<file path="src/rtl/instruction_fetcher.sv">
// instruction_fetcher: PC generation, i_cache fetch, static/BHT next-PC prediction and queue push.
module instruction_fetcher #(
  parameter int          BHT_BITS = 8,
  parameter logic [31:0] RESET_PC = 32'h0
) (
  input  logic        clk,
  input  logic        rst,
  input  logic        rdy,
  output logic        ic_ins_asked,
  output logic [31:0] ic_ins_addr,
  input  logic        ic_ins_rdy,
  input  logic [31:0] ic_ins,
  input  logic        dq_full,
  output logic        dq_ins_valid,
  output logic [31:0] dq_ins,
  output logic [31:0] dq_pc,
  output logic        dq_pred_taken,
  output logic [31:0] dq_pred_pc,
  input  logic        rob_clear,
  input  logic [31:0] rob_new_pc,
  input  logic        bp_upd_valid,
  input  logic [31:0] bp_upd_pc,
  input  logic        bp_upd_taken
);
  typedef enum logic [1:0] {IDLE, WAIT, HOLD, GAP} state_t;
  state_t      state, state_d;
  logic [31:0] pc, pc_d, pend_pc, pend_d, addr_d, ins_d, dpc_d, ppc_d;
  logic        discard, discard_d, asked_d, valid_d, taken_d;
  logic [1:0]  bht [2**BHT_BITS];
  logic [1:0]  bht_rd, bht_cur, bht_nx;
  logic [31:0] j_imm, b_imm, pred_pc;
  logic        is_jal, is_br, pred_taken;
  logic        unused_bits;
  assign unused_bits = &{1'b0, bp_upd_pc[31:BHT_BITS+2], bp_upd_pc[1:0]};
  // The instruction being returned always belongs to ic_ins_addr, which is frozen during WAIT.
  always_comb begin
    is_jal     = ic_ins[6:0] == 7'b1101111;
    is_br      = ic_ins[6:0] == 7'b1100011;
    j_imm      = {{11{ic_ins[31]}}, ic_ins[31], ic_ins[19:12], ic_ins[20], ic_ins[30:21], 1'b0};
    b_imm      = {{19{ic_ins[31]}}, ic_ins[31], ic_ins[7], ic_ins[30:25], ic_ins[11:8], 1'b0};
    bht_rd     = bht[ic_ins_addr[BHT_BITS+1:2]];
    pred_taken = is_jal | (is_br & bht_rd[1]);
    pred_pc    = is_jal ? ic_ins_addr + j_imm : pred_taken ? ic_ins_addr + b_imm : ic_ins_addr + 32'd4;
    bht_cur    = bht[bp_upd_pc[BHT_BITS+1:2]];
    bht_nx     = bp_upd_taken ? (bht_cur == 2'd3 ? 2'd3 : bht_cur + 2'd1)
                              : (bht_cur == 2'd0 ? 2'd0 : bht_cur - 2'd1);
  end
  always_comb begin
    state_d   = state;
    pc_d      = pc;
    pend_d    = pend_pc;
    discard_d = discard;
    asked_d   = ic_ins_asked;
    addr_d    = ic_ins_addr;
    valid_d   = 1'b0;
    ins_d     = dq_ins;
    dpc_d     = dq_pc;
    taken_d   = dq_pred_taken;
    ppc_d     = dq_pred_pc;
    unique case (state)
      IDLE: begin
        if (rob_clear) pc_d = rob_new_pc;
        else begin
          asked_d = 1'b1;
          addr_d  = pc;
          state_d = WAIT;
        end
      end
      WAIT: begin
        if (ic_ins_rdy) begin
          asked_d = 1'b0;
          if (discard || rob_clear) begin
            pc_d      = rob_clear ? rob_new_pc : pend_pc;
            discard_d = 1'b0;
            state_d   = GAP;
          end else begin
            ins_d   = ic_ins;
            dpc_d   = ic_ins_addr;
            taken_d = pred_taken;
            ppc_d   = pred_pc;
            state_d = HOLD;
          end
        end else if (rob_clear) begin
          discard_d = 1'b1;
          pend_d    = rob_new_pc;
        end
      end
      HOLD: begin
        if (rob_clear) begin
          pc_d    = rob_new_pc;
          state_d = IDLE;
        end else if (!dq_full) begin
          valid_d = 1'b1;
          pc_d    = dq_pred_pc;
          state_d = IDLE;
        end
      end
      default: begin
        if (rob_clear) pc_d = rob_new_pc;
        state_d = IDLE;
      end
    endcase
  end
  always_ff @(posedge clk) begin
    if (rst) begin
      state         <= IDLE;
      pc            <= RESET_PC;
      pend_pc       <= '0;
      discard       <= 1'b0;
      ic_ins_asked  <= 1'b0;
      ic_ins_addr   <= '0;
      dq_ins_valid  <= 1'b0;
      dq_ins        <= '0;
      dq_pc         <= '0;
      dq_pred_taken <= 1'b0;
      dq_pred_pc    <= '0;
      for (int i = 0; i < 2**BHT_BITS; i++) bht[i] <= 2'b01;
    end else begin
      dq_ins_valid <= rdy && valid_d;
      if (rdy) begin
        state         <= state_d;
        pc            <= pc_d;
        pend_pc       <= pend_d;
        discard       <= discard_d;
        ic_ins_asked  <= asked_d;
        ic_ins_addr   <= addr_d;
        dq_ins        <= ins_d;
        dq_pc         <= dpc_d;
        dq_pred_taken <= taken_d;
        dq_pred_pc    <= ppc_d;
        if (bp_upd_valid) bht[bp_upd_pc[BHT_BITS+1:2]] <= bht_nx;
      end
    end
  end
endmodule

</file>
<file path="config.mk">
export PLATFORM = sky130hd
export DESIGN_NAME = instruction_fetcher
export DESIGN_NICKNAME = d
export VERILOG_FILES = /design/src/rtl/instruction_fetcher.sv
export SDC_FILE = /design/constraint.sdc
export NUM_CORES = 2
export LEC_CHECK = 0
export CAP_MARGIN = 20
export CORE_ASPECT_RATIO = 0.5
export CORE_MARGIN = 8
export CORE_UTILIZATION = 58
export DETAILED_ROUTE_END_ITERATION = 12
export PLACE_DENSITY = 0.82
export SYNTH_ARGS = -nofsm -noshare
export SYNTH_HDL_FRONTEND = slang
export SYNTH_SLANG_ARGS = --single-unit
</file>
<file path="constraint.sdc">
create_clock -name clk -period 10.77 [get_ports clk]
set_clock_uncertainty 0.05 [all_clocks]
set_input_delay 2.154 -clock clk [delete_from_list [all_inputs] [get_ports clk]]
set_output_delay 2.154 -clock clk [all_outputs]
set_load 0.03 [all_outputs]
</file>
==> reports/metrics.sh <==
CTS.HTREE.LEVELS=3
DRT_VIA_DENSITY=7.07
DIE_X_UM=383
ROW_COUNT=67
SETUP_TNS_AFTER_FINAL_LAYOUT_PS=0
DR_TOTAL_VIAS=31858
NETLIST_TOP_CELLS_AREA='sky130_fd_sc_hd__edfxtp_1 39%, sky130_fd_sc_hd__mux4_2 12%, sky130_fd_sc_hd__dfxtp_1 10%'
FINALMAXSLEWVIOLATIONS=0
CRIT_BUF_INV=3
TOTALPOWERFINAL_uW=6200
WORSTHOLDSTART='pc[27]'
PLACE_WORST_SETUP_SLACK_PS=3030
ROUTABILITYCONGESTION=0.960
FINAL.SETUP.WORST_SLACK_PS=3510
SYNTH_SEQ_CELLS=717
FF_TO_FF_PATH_DEPTH=11
PROPORTION_OF_NETLIST_AREA_HELD_BY_THE_LARGEST_AREA_CONTRIBUTOR_PCT=39.3
TRITONCTS.NUM_BUFFERS=66
TIMING.FMAX_MHz=138
FIN_NETS=3709
CRITPATHSLOWESTCELL='sky130_fd_sc_hd__maj3_4'
WORST_SETUP_HOLD_PATH_CLK_SLEW_PS=70
CTS_ROOT_BUFFER='sky130_fd_sc_hd__clkbuf_16'
WORSTSKEWPAIRLATENCY_PS=620
WORST_SETUP_PATH_END_KIND='flop'
CORE_UM2=66800
WORST_PATH_LARGEST_CELL_DELAY_PS=830
SEQ_AREA_FRAC_SYNTH_PCT=49.8
ASYNC_S_R_FF_SHARE_SYNTH_PCT=0
LAYOUT.CELLS.MOST_COMMON='sky130_fd_sc_hd__edfxtp_1'
WORST_EP_REQUIRED_TIME_PS=11020
YOSYSTOPAREACELL='sky130_fd_sc_hd__edfxtp_1'
AREA.GROWTH.SYNTH_TO_FINAL_PCT=11.7
MAX_SLEW.WORST_PIN.SLEW_PS=1240
ANT_NETS=0
GRT_ANTENNA_BEFORE_REPAIR=3
CRIT_CHAIN='clkbuf_8, buf_4, mux4_2, mux4_2, mux4_2, nor2_1, a21oi_1, a211oi_2, maj3_4, buf_4, nand3_1'
FIRST_ITERATION_DETAILED_ROUTING_DRC_COUNT=5092
SYNTH_EDF_COUNT=512
SYN-MEAN-INSTANCE-AREA_UM2=10.9
GRT_START_MAX_NET_PINS=198
REGISTER_TO_REGISTER_PATH_SETUP_SLACK_PS=5870
DESIGN.DIE.AREA_UM2=76500
GRT_FIRST_PASS_WIRELENGTH_MM=184
SYNTHESIS.AREA_UM2=39100
MAX_SLEW_MARGIN_PCT=17.1
GLOBALROUTE.TOTALOVERFLOW=0
MIN_PATH_TYPE='flop to flop'
FINAL_CORE_UTILIZATION_PCT=65.4
WORST_EP_ARRIVAL_TIME_PS=7510
RSZ0062_AT_GRT='false'
ROUTE.DETAILED.DRC=0
WORST_SETUP_PATH_START_KIND='primary input'
WORST_PATH_MOST_REPEATED_CELL='sky130_fd_sc_hd__mux4_2'
CPLARGESTDELAYFAMILY='buffers and inverters'
TRITONCTS='yes'
DIE_HEIGHT_UM=200
TOTALWIRELENGTH_MM=123
IO_BUFFERS=210
HOLD-PATH-CELL-COUNT=2
TOTAL_LEAKAGE_POWER_uW=0.0142
POST_ROUTE_CELLS_DRIVE_ABOVE_1_SHARE_PCT=13.6
POSTCTSHOLDBUFS=0
POST_SYNTH_INST_COUNT=3584
FIRST_GLOBAL_VIAS=30892
YS.FLOP_TYPE='sky130_fd_sc_hd__edfxtp_1'
NUMCLOCKSINKS=717
SYN_NETS=3737
CRITPATHKIND='primary input to flop'
FINISHED_LAYOUT_CELLS=4504
SETUP_VIOLATING_ENDPOINT_COUNT_IN_THE_FINAL_REPORT=0
IRDROPWORSTVDD_V=0.000116
SYNTHESIS.YOSYS.WARNINGS=0
PERIOD_NEEDED_PS=7260
DRT_PRE_ANTENNA_ITERS=8
FIN_CRIT_SH_PCT=67.4
MAX_CAP_VIOLATIONS=0
CLK_PATH_BUF_DEPTH=3
TRACK_USAGE_PCT=31.0
PLACE.DETAILED.HPWL_MM=78.5
FINALHOLDVIOLCOUNT=0
YS_TYPES=76
POWER-PER-CELL-AREA_nW_PER_UM2=142
STATUS='finished clean'
R2R_END='dq_pred_pc[3]'
ROUTED_WIRE_LENGTH_PER_INSTANCE_UM=27.2
HOLD_END='ic_ins_addr[27]'
LAYOUT.CELLS.MOST_COMMON_LIST='512 x sky130_fd_sc_hd__edfxtp_1, 386 x sky130_fd_sc_hd__nand2_1, 292 x sky130_fd_sc_hd__nor3_1'
POST_CTS_RESIZED=0
CRIT_PATH_MAX_FANOUT=77
INITIAL_CORE_UTIL_PCT=58.6
DP.CELLS=4382
DESIGN.PORTCOUNT=235
CTS.REPAIR_TIMING.SETUP_BUFFER_COUNT=0
[registers in the layout (all words and copies together) (netlist names), 2 cells and up, named ones only]
register / count
ic_ins_addr: 32
pc: 32
state: 2
dq_pred_pc: 31
dq_ins: 32
pend_pc: 32
dq_pc: 32
bht: 512
[metrics by stage]
step | cell area [µm²] | hold WS, ps
floorplan | 39100 | 382
global placement | 41500 | 389
detailed placement | 41600 | 395
CTS | 43600 | 404
global route | 43700 | 424
finish | 43700 | 402
[synthesized netlist by cell type, drive strengths merged, types with 4 or more instances]
cell,instances
a222oi,16
nand3,286
nor3,301
and3,12
a22oi,35
mux2i,11
a221o,4
ha,47
o21a,7
o211ai,12
o22ai,9
xnor2,32
or2,13
a22o,35
o21bai,59
a31oi,18
nand2,387
edfxtp,512
inv,26
a21o,210
o31ai,5
xor2,30
nand4,19
nor2,143
nor2b,19
nor3b,5
mux2,42
a311oi,6
and4,5
o2111ai,4
mux4,214
or3,19
a21oi,209
o21ai,80
nand2b,31
buf,102
a211o,10
a32o,5
a211oi,52
and2,10
dfxtp,205
a221oi,4
clkbuf,291
[worst max path at each step]
stage / from / to / slack [ps] / cells after the start
2_1_floorplan: bp_upd_pc[2] / bht[17][0] / 5270 / 13
3_3_place_gp: bp_upd_pc[2] / bht[25][0] / 3090 / 11
3_5_place_dp: bp_upd_pc[2] / bht[53][0] / 3030 / 11
4_1_cts: bp_upd_pc[2] / bht[53][0] / 3610 / 11
5_1_grt: bp_upd_pc[2] / bht[53][0] / 3300 / 11
6_report: bp_upd_pc[2] / bht[53][0] / 3510 / 11
[power by group]
part	total [µW]	switching (µW)	internal, µW	leakage (µW)
Sequential	3060	49.7	3010	0.00626
Clock	2340	1070	1280	0.00101
Combinational	795	519	276	0.00689
Total	6200	1640	4560	0.0142
[cell type report]
type / instances / area (µm²)
well taps: 897 / 1120
inverters: 27 / 101
diodes: 2 / 5.00
clock inverters: 26 / 223
fillers: 4800 / 23100
multi-input cells: 2447 / 18100
clock buffers: 91 / 1840
repair buffers: 297 / 2840
flip-flops and latches: 717 / 19500
[tightest hold or removal path, cell delays in order (launching register included)]
cell and delay, ps:
sky130_fd_sc_hd__dfxtp_1 310, sky130_fd_sc_hd__nand2_1 50, sky130_fd_sc_hd__a21oi_1 50
[kinds of logic after synthesis]
family                   synth area share [%]
AO/OA/AOI/OAI                            14.1
adder cells (fa/ha/maj)                  1.66
AND/OR/NAND/NOR                          15.0
buffers and inverters                    4.34
XOR/XNOR                                 1.39
multiplexers                             13.8
flip-flops                               49.8
[layer usage]
layer / wire length (µm) / up-vias / global-route usage (%) / share of wire [%]
met2: 58600 / 2430 / 51.6 / 48
met3: 15800 / 546 / 8.16 / 13
li1: - / 13540 / - / -
met5: 7 / - / 0 / 0.0057
met1: 40700 / 15340 / 37.4 / 33
met4: 7520 / 2 / 16.5 / 6.1
Power figures use the tool's default switching activity.
